## src/rtl/rz_scan_ctrl_if.sv

```systemverilog
// rtl/rz_scan_ctrl_if.sv - output word stream between scan sequencer and frame formatter
//
// Signals:
//   out_data   16  stream word (header or RAM data)
//   out_ch      3  channel number 1..6 of the current word
//   out_hdr     1  1 = header word
//   out_valid   1  word valid, held stable until accepted
//   out_ready   1  downstream accept
// Modports: master = sequencer side, slave = formatter side.
interface rz_scan_ctrl_if;
    logic [15:0] out_data;
    logic [2:0]  out_ch;
    logic        out_hdr;
    logic        out_valid;
    logic        out_ready;

    modport master (
        output out_data,
        output out_ch,
        output out_hdr,
        output out_valid,
        input  out_ready
    );

    modport slave (
        input  out_data,
        input  out_ch,
        input  out_hdr,
        input  out_valid,
        output out_ready
    );
endinterface

```

## src/rtl/rz_scan_ctrl.sv

```systemverilog
// rtl/rz_scan_ctrl.sv - read-side scan sequencer for the six-channel ARINC429 receive RAMs
//
// Walks every enabled channel on a start pulse, reading words 0..WORDS-1 through
// one shared RAM address, and emits a header word plus the data words per channel.
//
// Ports:
//   clock     in   system clock, shared with the RAM read ports
//   reset     in   asynchronous active-low reset
//   start     in   one-cycle scan request
//   ch_mask   in   channel enables, latched on an accepted start
//   q_in      in   concatenated RAM outputs, channel 1 in [15:0]
//   rd_addr   out  shared RAM read address
//   os        --   output stream (rz_scan_ctrl_if.master)
//   busy      out  scan in progress
//   done      out  one-cycle pulse at end of scan
//   overrun   out  sticky, start seen while busy
module rz_scan_ctrl #(
    parameter int          N_CH    = 6,
    parameter int          WORDS   = 16,
    parameter int          RD_LAT  = 1,
    parameter logic [7:0]  HDR_TAG = 8'hA5
) (
    input  logic                 clock,
    input  logic                 reset,
    input  logic                 start,
    input  logic [5:0]           ch_mask,
    input  logic [95:0]          q_in,
    output logic [4:0]           rd_addr,
    rz_scan_ctrl_if.master       os,
    output logic                 busy,
    output logic                 done,
    output logic                 overrun
);

    typedef enum logic [2:0] {
        S_IDLE = 3'd0,
        S_SEL  = 3'd1,
        S_HDR  = 3'd2,
        S_ADDR = 3'd3,
        S_WAIT = 3'd4,
        S_PRES = 3'd5,
        S_FIN  = 3'd6
    } state_t;

    localparam logic [4:0] LAST_WORD = 5'(WORDS - 1);
    localparam logic [1:0] LAT_INIT  = 2'(RD_LAT);

    state_t      state, state_nxt;
    logic [5:0]  mask;
    logic [2:0]  ch;
    logic [4:0]  idx;
    logic [1:0]  cnt;
    logic [15:0] data_r;
    logic [2:0]  ch_out;
    logic        hdr_r;

    logic        sel_found;
    logic [2:0]  sel_ch;
    logic [15:0] q_sel;
    logic        xfer;

    // Lowest enabled channel at or above the pointer; bits >= N_CH never match.
    always_comb begin
        sel_found = 1'b0;
        sel_ch    = ch;
        for (int i = N_CH - 1; i >= 0; i--) begin
            if (i >= int'(ch) && mask[i]) begin
                sel_found = 1'b1;
                sel_ch    = 3'(i);
            end
        end
    end

    always_comb begin
        q_sel = '0;
        for (int i = 0; i < 6; i++) begin
            if (ch == 3'(i)) begin
                q_sel = q_in[i*16 +: 16];
            end
        end
    end

    assign xfer = os.out_valid && os.out_ready;

    // State register
    always_ff @(posedge clock or negedge reset) begin
        if (!reset) begin
            state <= S_IDLE;
        end else begin
            state <= state_nxt;
        end
    end

    // Next-state logic
    always_comb begin
        state_nxt = state;
        case (state)
            S_IDLE: if (start) state_nxt = S_SEL;
            S_SEL:  state_nxt = sel_found ? S_HDR : S_FIN;
            S_HDR:  if (xfer) state_nxt = S_ADDR;
            S_ADDR: state_nxt = S_WAIT;
            // Capture happens as the countdown reaches zero, so the data word
            // is valid RD_LAT+1 cycles after the header transfer.
            S_WAIT: if (cnt == 2'd1) state_nxt = S_PRES;
            S_PRES: if (xfer) state_nxt = (idx < LAST_WORD) ? S_ADDR : S_SEL;
            S_FIN:  state_nxt = S_IDLE;
            default: state_nxt = S_IDLE;
        endcase
    end

    // Outputs decoded from state
    always_comb begin
        os.out_valid = (state == S_HDR) || (state == S_PRES);
        busy         = (state != S_IDLE);
        done         = (state == S_FIN);
    end

    assign os.out_data = data_r;
    assign os.out_ch   = ch_out;
    assign os.out_hdr  = hdr_r;

    // Datapath registers
    always_ff @(posedge clock or negedge reset) begin
        if (!reset) begin
            mask    <= '0;
            ch      <= '0;
            idx     <= '0;
            cnt     <= '0;
            rd_addr <= '0;
            data_r  <= '0;
            ch_out  <= '0;
            hdr_r   <= 1'b0;
            overrun <= 1'b0;
        end else begin
            case (state)
                S_IDLE: begin
                    if (start) begin
                        mask    <= ch_mask;
                        ch      <= '0;
                        overrun <= 1'b0;
                    end
                end
                S_SEL: begin
                    // Header word is loaded here so it is stable for the whole HDR state.
                    if (sel_found) begin
                        ch     <= sel_ch;
                        data_r <= {HDR_TAG, 5'b0, sel_ch + 3'd1};
                        ch_out <= sel_ch + 3'd1;
                        hdr_r  <= 1'b1;
                    end
                end
                S_HDR: begin
                    if (xfer) idx <= '0;
                end
                S_ADDR: begin
                    rd_addr <= idx;
                    cnt     <= LAT_INIT;
                end
                S_WAIT: begin
                    cnt <= cnt - 2'd1;
                    if (cnt == 2'd1) begin
                        data_r <= q_sel;
                        hdr_r  <= 1'b0;
                    end
                end
                S_PRES: begin
                    if (xfer) begin
                        if (idx < LAST_WORD) idx <= idx + 5'd1;
                        else                 ch  <= ch + 3'd1;
                    end
                end
                S_FIN: begin
                    rd_addr <= '0;
                end
                default: ;
            endcase
            // Any start outside IDLE (including the done cycle) is dropped and flagged.
            if (start && state != S_IDLE) overrun <= 1'b1;
        end
    end

endmodule

```

## src/flat_wrapper.sv

```systemverilog
// flat-port wrapper written by rule: the top's interface ports become plain ports
module rz_scan_ctrl_flat 
#(
    parameter int          N_CH    = 6,
    parameter int          WORDS   = 16,
    parameter int          RD_LAT  = 1,
    parameter logic [7:0]  HDR_TAG = 8'hA5
)
  (clock, reset, start, ch_mask, q_in, rd_addr, busy, done, overrun, os_out_data, os_out_ch, os_out_hdr, os_out_valid, os_out_ready);
  rz_scan_ctrl_if os_i ();
  input  logic clock;
  input  logic reset;
  input  logic start;
  input  logic [5:0] ch_mask;
  input  logic [95:0] q_in;
  output logic [4:0] rd_addr;
  output logic busy;
  output logic done;
  output logic overrun;
  output wire logic [$bits(os_i.out_data)-1:0] os_out_data;
  output wire logic [$bits(os_i.out_ch)-1:0] os_out_ch;
  output wire logic [$bits(os_i.out_hdr)-1:0] os_out_hdr;
  output wire logic [$bits(os_i.out_valid)-1:0] os_out_valid;
  input wire logic [$bits(os_i.out_ready)-1:0] os_out_ready;
  assign os_out_data = os_i.out_data;
  assign os_out_ch = os_i.out_ch;
  assign os_out_hdr = os_i.out_hdr;
  assign os_out_valid = os_i.out_valid;
  assign os_i.out_ready = os_out_ready;
  rz_scan_ctrl #(.N_CH(N_CH), .WORDS(WORDS), .RD_LAT(RD_LAT), .HDR_TAG(HDR_TAG)) u_core (.clock(clock), .reset(reset), .start(start), .ch_mask(ch_mask), .q_in(q_in), .rd_addr(rd_addr), .os(os_i), .busy(busy), .done(done), .overrun(overrun));
endmodule
```

## config.mk

```make
export PLATFORM = sky130hd
export DESIGN_NAME = rz_scan_ctrl_flat
export DESIGN_NICKNAME = d
export VERILOG_FILES = /design/src/rtl/rz_scan_ctrl_if.sv /design/src/rtl/rz_scan_ctrl.sv /design/src/flat_wrapper.sv
export SDC_FILE = /design/constraint.sdc
export NUM_CORES = 1
export LEC_CHECK = 0
export ABC_CLOCK_PERIOD_IN_PS = 2500
export CORE_ASPECT_RATIO = 2
export CORE_MARGIN = 1.5
export CORE_UTILIZATION = 36
export DETAILED_ROUTE_END_ITERATION = 10
export GPL_TIMING_DRIVEN = 0
export PLACE_DENSITY = 0.75
export SKIP_LAST_GASP = 1
export SLEW_MARGIN = 20
export SYNTH_ARGS = -nofsm -noshare
export SYNTH_HDL_FRONTEND = slang
export SYNTH_SLANG_ARGS = --single-unit
```

## constraint.sdc

```tcl
create_clock -name clock -period 2.5 [get_ports clock]
set_input_delay 0.5 -clock clock [delete_from_list [all_inputs] [get_ports clock]]
set_output_delay 0.5 -clock clock [all_outputs]
set_load 0.02 [all_outputs]
```

=== After elaboration in Yosys (flattened, before gate mapping) ===
Cells that the tools add are included.

* Add/subtract/negate cells: 4
* Magnitude comparators: 7
* Equality and inequality tests: 19
* Muxes and demuxes: 45
* Reductions and logical operators: 26

{| class="wikitable"
|+ Operators by type and width
! cell !! count
|-
| 16-bit 2-to-1 mux || 8
|-
| 3-bit 2-to-1 mux || 15
|-
| 16-bit case mux with 2 select lines || 1
|-
| 5-bit case mux with 2 select lines || 2
|-
| 3-bit case mux with 6 select lines || 1
|-
| 3-bit == test (second input constant) || 5
|-
| 5-bit 2-to-1 mux || 3
|-
| 3-bit by 2-bit == test with 1-bit output (second input constant) || 4
|-
| 2-bit nonzero test || 6
|-
| 1-bit 2-to-1 mux || 11
|-
| 2-bit by 1-bit != test with 1-bit output (second input constant) || 5
|-
| 3-bit case mux with 3 select lines || 1
|-
| 1-bit logical AND || 8
|-
| 4-bit AND reduction || 2
|-
| 3-bit by 1-bit adder with 3-bit output (second input constant) || 2
|-
| 3-bit by 1-bit == test with 1-bit output (second input constant) || 2
|-
| 1-bit by 3-bit greater-or-equal comparator with 1-bit output (first input constant) || 2
|-
| 2-bit by 3-bit greater-or-equal comparator with 1-bit output (first input constant) || 2
|-
| 3-bit greater-or-equal comparator (first input constant) || 2
|-
| 3-bit logical NOT || 2
|-
| 2-bit AND reduction || 3
|-
| 3-bit nonzero test || 2
|-
| 5-bit by 1-bit adder with 5-bit output (second input constant) || 1
|-
| 5-bit by 4-bit less-than comparator with 1-bit output (second input constant) || 1
|-
| other kinds (9) || 10
|}

* Register bits after elaboration: 45
* Input bits: 106
* Output and inout port bits: 29
* Logic and storage cells: 111

=== Longest topological paths before layout ===
* Depth after elaboration: 11
* Gate-level depth with buffers: 12
* Gate-level depth less buffers: 8

=== Worst setup path before layout ===
Ideal clock, no wire load.

* Kind: register -> register
* Start point: register u_core.ch[0]
* End point: register u_core.data_r[2] (netlist: u_core.os.out_data[2])
* Library setup time: 0.141 ns
* Arrival time: 2.448 ns
* Data required time: 2.359 ns
* Path slack: -0.089 ns
* Stages on the path, launching flop included: 13
* Buffers on the path: 4
* Period minus slack after synthesis: 2.589 ns
* Cells stage by stage: dfrtp_1 buf_2 clkbuf_1 inv_1 ha_1 clkbuf_1 clkbuf_1 a21boi_0 o21a_1 o21ba_2 ha_1 xnor2_1 o211ai_1

* Longest elaborated chain between the ends: 11
* Elaborated cells between the ends (all ways): 42
* Classes of those cells: add/sub (1); order compare (6); eq/ne (6); mux (21); reduce/logical (8)

{| class="wikitable"
|+ RTL lines
! element !! line !! RTL
|-
| start: declaration || rz_scan_ctrl.sv:50 || <nowiki>logic [2:0] ch;</nowiki>
|-
| start signal: assignment || rz_scan_ctrl.sv:146 || <nowiki>ch <= sel_ch;</nowiki>
|-
| start signal: assignment || rz_scan_ctrl.sv:169 || <nowiki>else ch <= ch + 3'd1;</nowiki>
|-
| 3-bit greater-or-equal comparator || rz_scan_ctrl.sv:67 || <nowiki>if (i >= int'(ch) && mask[i]) begin</nowiki>
|-
| 1-bit logical AND || rz_scan_ctrl.sv:67 ||
|-
| 3-bit 2-to-1 mux (6 in a row) || rz_scan_ctrl.sv:67 ||
|-
| 3-bit by 1-bit adder with 3-bit output || rz_scan_ctrl.sv:147 || <nowiki>data_r <= {HDR_TAG, 5'b0, sel_ch + 3'd1};</nowiki>
|-
| 16-bit 2-to-1 mux || rz_scan_ctrl.sv:145 || <nowiki>if (sel_found) begin</nowiki>
|-
| 16-bit case mux with 2 select lines || rz_scan_ctrl.sv:135 || <nowiki>case (state)</nowiki>
|-
| end signal: assignment || rz_scan_ctrl.sv:147 ||
|-
| end signal: assignment || rz_scan_ctrl.sv:162 || <nowiki>data_r <= q_sel;</nowiki>
|-
| end: declaration || rz_scan_ctrl.sv:53 || <nowiki>logic [15:0] data_r;</nowiki>
|}

Parallel ways exist; a longest one is shown, timed or not. The select of a mux whose other input is x is not followed.
A chain may end at the register's enable or synchronous reset.

=== Worst setup path in the final report ===
* Start point: register u_core.state[1]
* End point: output done

* Longest elaborated chain between the ends: 1

{| class="wikitable"
|+ RTL lines
! element !! line !! RTL
|-
| start: declaration || rz_scan_ctrl.sv:48 || <nowiki>state_t state, state_nxt;</nowiki>
|-
| start signal: assignment || rz_scan_ctrl.sv:90 || <nowiki>state <= state_nxt;</nowiki>
|-
| 3-bit == test || rz_scan_ctrl.sv:115 || <nowiki>done = (state == S_FIN);</nowiki>
|-
| end: declaration || flat_wrapper.sv:18 || <nowiki>output logic done;</nowiki>
|}

Every way passes these cells.

==> run summary <==
NetSw = 2.56 mW
CTS max path bufs = 2
Layout cells sized above 1 = 12.3%
Synth cell types = 68
Part of the power in combinational logic = 65.6%
Final HPWL DP = 10800 um
Rows = 49
Top cells by area, synth = dfrtp_1, nand2_1, a21oi_1
Slew Limit Fails = 0
Fmax = 417 MHz
CP Launch Type = flop
Slew HR = 55.6%
Crit path kind = reg2out
Leakage = 2.02 nW
Die Wd = 70.7 um
DRC Markers = 0
Max_cap viols = 0
CTS Root Buffer Type = clkbuf_16
Clk_lat worst skew = 0.30 ns
Post-synthesis sequential area ratio = 34.1%
Hold Vio Cnt, Final = 0
Die H = 138 um
Status = complete, no violations
Num CTS Buffers = 5
Area share of the largest cell type after synthesis = 34.1%
Final TNS setup = 0 ns
Synth Area per Inst = 8.61 um^2
Final nets = 641
Total track usage = 27.8%
Shortest period the worst path allows = 2.40 ns
Design Area, Final = 5080 um^2
Main synth FF type = dfrtp_1
Hold Crit Class = in2async
Synth cell count leaders = dfrtp_1, nand2_1, a21oi_1, o21ai_0
Die area = 9780 um^2
Final Setup Violations = 0
IO Port Bufs = 134
Area Growth Syn to Fin = 53.9%
Initial antenna violation count = 0
CP Capture Type = output port
Crit share post-route = 95.9%
Routed length per instance = 21.5 um
Initial DRC count = 260
Count leader, synth = dfrtp_1
DR vias = 3749
Clk slew on worst S/H paths = 0.07 ns
Htree depth = 2
CTS tree = yes
Int Power = 3.00 mW
Sw Share = 46.0%
Router iterations before antenna repair = 4
Worst slew pin tran = 0.664 ns
IO Count = 135
# diodes = 0
WP data arrival = 1.90 ns
Starting Density = 36.8%
GPL Wtd Cong = 0.988
Post-synth design cell area = 3300 um^2
Post-synth ARST share = 100%
Post-synth EDFFs = 0
Pwr Density = 1100 nW/um^2
Sequential share of power = 22.4%
Antenna-violating nets left = 0
Core area = 8950 um^2
Area leader, netlist = dfrtp_1
Clock Power Share = 12.0%
Vias per cell = 5.93
Post-layout util = 56.7%
Critical Path RT = 2.00 ns
Dpl cell area = 4780 um^2
Syn_nets = 495
Synthesis-stage register bit count = 45
Unrepaired setup endpoints after global routing = false
First-pass GRT wire length = 21200 um
Crit-path max FO = 10
Total detailed-routing wirelength = 13600 um
Final Skew = 0.0103 ns
Worst VDD drop = 0.594 mV
Power, Total = 5.56 mW
Reg2reg setup slack = 0.12 ns
Largest net degree at the start of global routing = 34
CTS Sinks = 45
Post-Syn Instances = 383
Gr ovfl total = 0
Synthesis Warnings = 0
Vias in the first global route = 4014
-- layout make-up --
cell class	instances	area, um^2
Buffer	28	179
Clock buffer	5	125
Clock inverter	3	21.3
Fill cell	842	3870
Inverter	14	57.6
Multi-Input combinational cell	293	2030
Sequential cell	45	1130
Tap cell	102	128
Timing Repair Buffer	142	1410
-- layer usage --
| metal | GRT usage [%] | wire [um] | up-vias |
|---|---|---|---|
| met5 | 0 | 0 | - |
| met1 | 27.7 | 4690 | 1791 |
| met4 | 15.6 | 659 | 0 |
| li1 | - | - | 1753 |
| met2 | 53.0 | 7580 | 165 |
| met3 | 3.57 | 652 | 40 |
-- kinds of logic after synthesis --
kind of cell | count (synthesis) | synth area share [%]
flip-flops | 45 | 34.1
AO/OA/AOI/OAI | 146 | 34.0
XOR/XNOR | 1 | 0.266
multiplexers | 9 | 2.92
buffers and inverters | 45 | 5.99
AND/OR/NAND/NOR | 131 | 20.4
adder cells (fa/ha/maj) | 6 | 2.28
-- power by group through the flow --
stage / clock, mW / combinational [mW] / sequential (mW)
floorplan: 0 / 1.96 / 1.40
global placement: 0 / 3.34 / 1.24
detailed placement: 0 / 3.39 / 1.25
CTS: 0.688 / 3.65 / 1.24
global route: 0.705 / 3.95 / 1.28
finish: 0.670 / 3.65 / 1.25
-- timing repair --
| action | 4_1_cts | 5_1_grt |
|---|---|---|
| pin swaps | 4 | 4 |
| hold endpoints to repair | 0 | 0 |
| gates resized for setup | 30 | 9 |
| hold buffers | 0 | 0 |
| endpoints found under the setup margin | 26 | 22 |
| gates cloned | 0 | 0 |
| buffers inserted | 7 | 0 |
-- worst max-delay path, stage by stage (launching register included) --
cell,delay (ns)
dfrtp_1,0.39
clkbuf_1,0.36
and3_1,0.25
clkdlybuf4s50_1,0.60
-- state kept, by name, indices dropped and copies added, names as in the netlist --
| signal | flops |
|---|---|
| u_core.os.out_hdr | 1 |
| u_core.state | 3 |
| u_core.overrun | 1 |
| u_core.rd_addr | 5 |
| u_core.os.out_ch | 3 |
| u_core.idx | 5 |
| u_core.mask | 6 |
| u_core.ch | 3 |
| u_core.os.out_data | 16 |
| u_core.cnt | 2 |
-- layout by cell type, fill, tap and decap left out, types with 5 or more instances in the layout --
| cell | count |
|---|---|
| clkdlybuf4s50_1 | 133 |
| buf_2 | 6 |
| mux2_2 | 5 |
| a311oi_1 | 5 |
| nand2_1 | 36 |
| inv_1 | 11 |
| a211oi_1 | 8 |
| or3_1 | 5 |
| nand3_1 | 22 |
| a22oi_1 | 7 |
| nand2b_1 | 9 |
| nor2_1 | 22 |
| clkbuf_16 | 5 |
| nor2b_1 | 9 |
| buf_4 | 10 |
| a21oi_1 | 26 |
| and3_1 | 14 |
| o21ai_0 | 25 |
| clkbuf_1 | 11 |
| a31oi_1 | 7 |
| dfrtp_1 | 42 |
-- stage by stage --
stage | instances | setup slack, ns | hold WS (ns)
2_1_floorplan | 383 | 0.00356 | 0.204
3_3_place_gp | 619 | -0.819 | 0.467
3_5_place_dp | 620 | -0.926 | 0.430
4_1_cts | 633 | 0.00371 | 0.113
5_1_grt | 632 | 0.00866 | 0.124
6_report | 632 | 0.103 | 0.108
-- final timing paths --
| path | startpoint | endpoint | cells past startpoint |
|---|---|---|---|
| max | u_core.state[1]$_DFFE_PN0P_ | done | 3 |
| min | reset | u_core.os.out_data[10]$_DFFE_PN0P_ | 1 |
| max reg2reg | u_core.ch[0]$_DFFE_PN0P_ | u_core.os.out_data[2]$_DFFE_PN0P_ | 11 |
| min reg2reg | u_core.os.out_ch[0]$_DFFE_PN0P_ | u_core.os.out_ch[0]$_DFFE_PN0P_ | 1 |
| max in group asynchronous | reset | u_core.state[2]$_DFFE_PN0P_ | 2 |
| min in group clock | u_core.os.out_ch[0]$_DFFE_PN0P_ | u_core.os.out_ch[0]$_DFFE_PN0P_ | 1 |
Note: power is estimated with default switching activity, not from simulation.
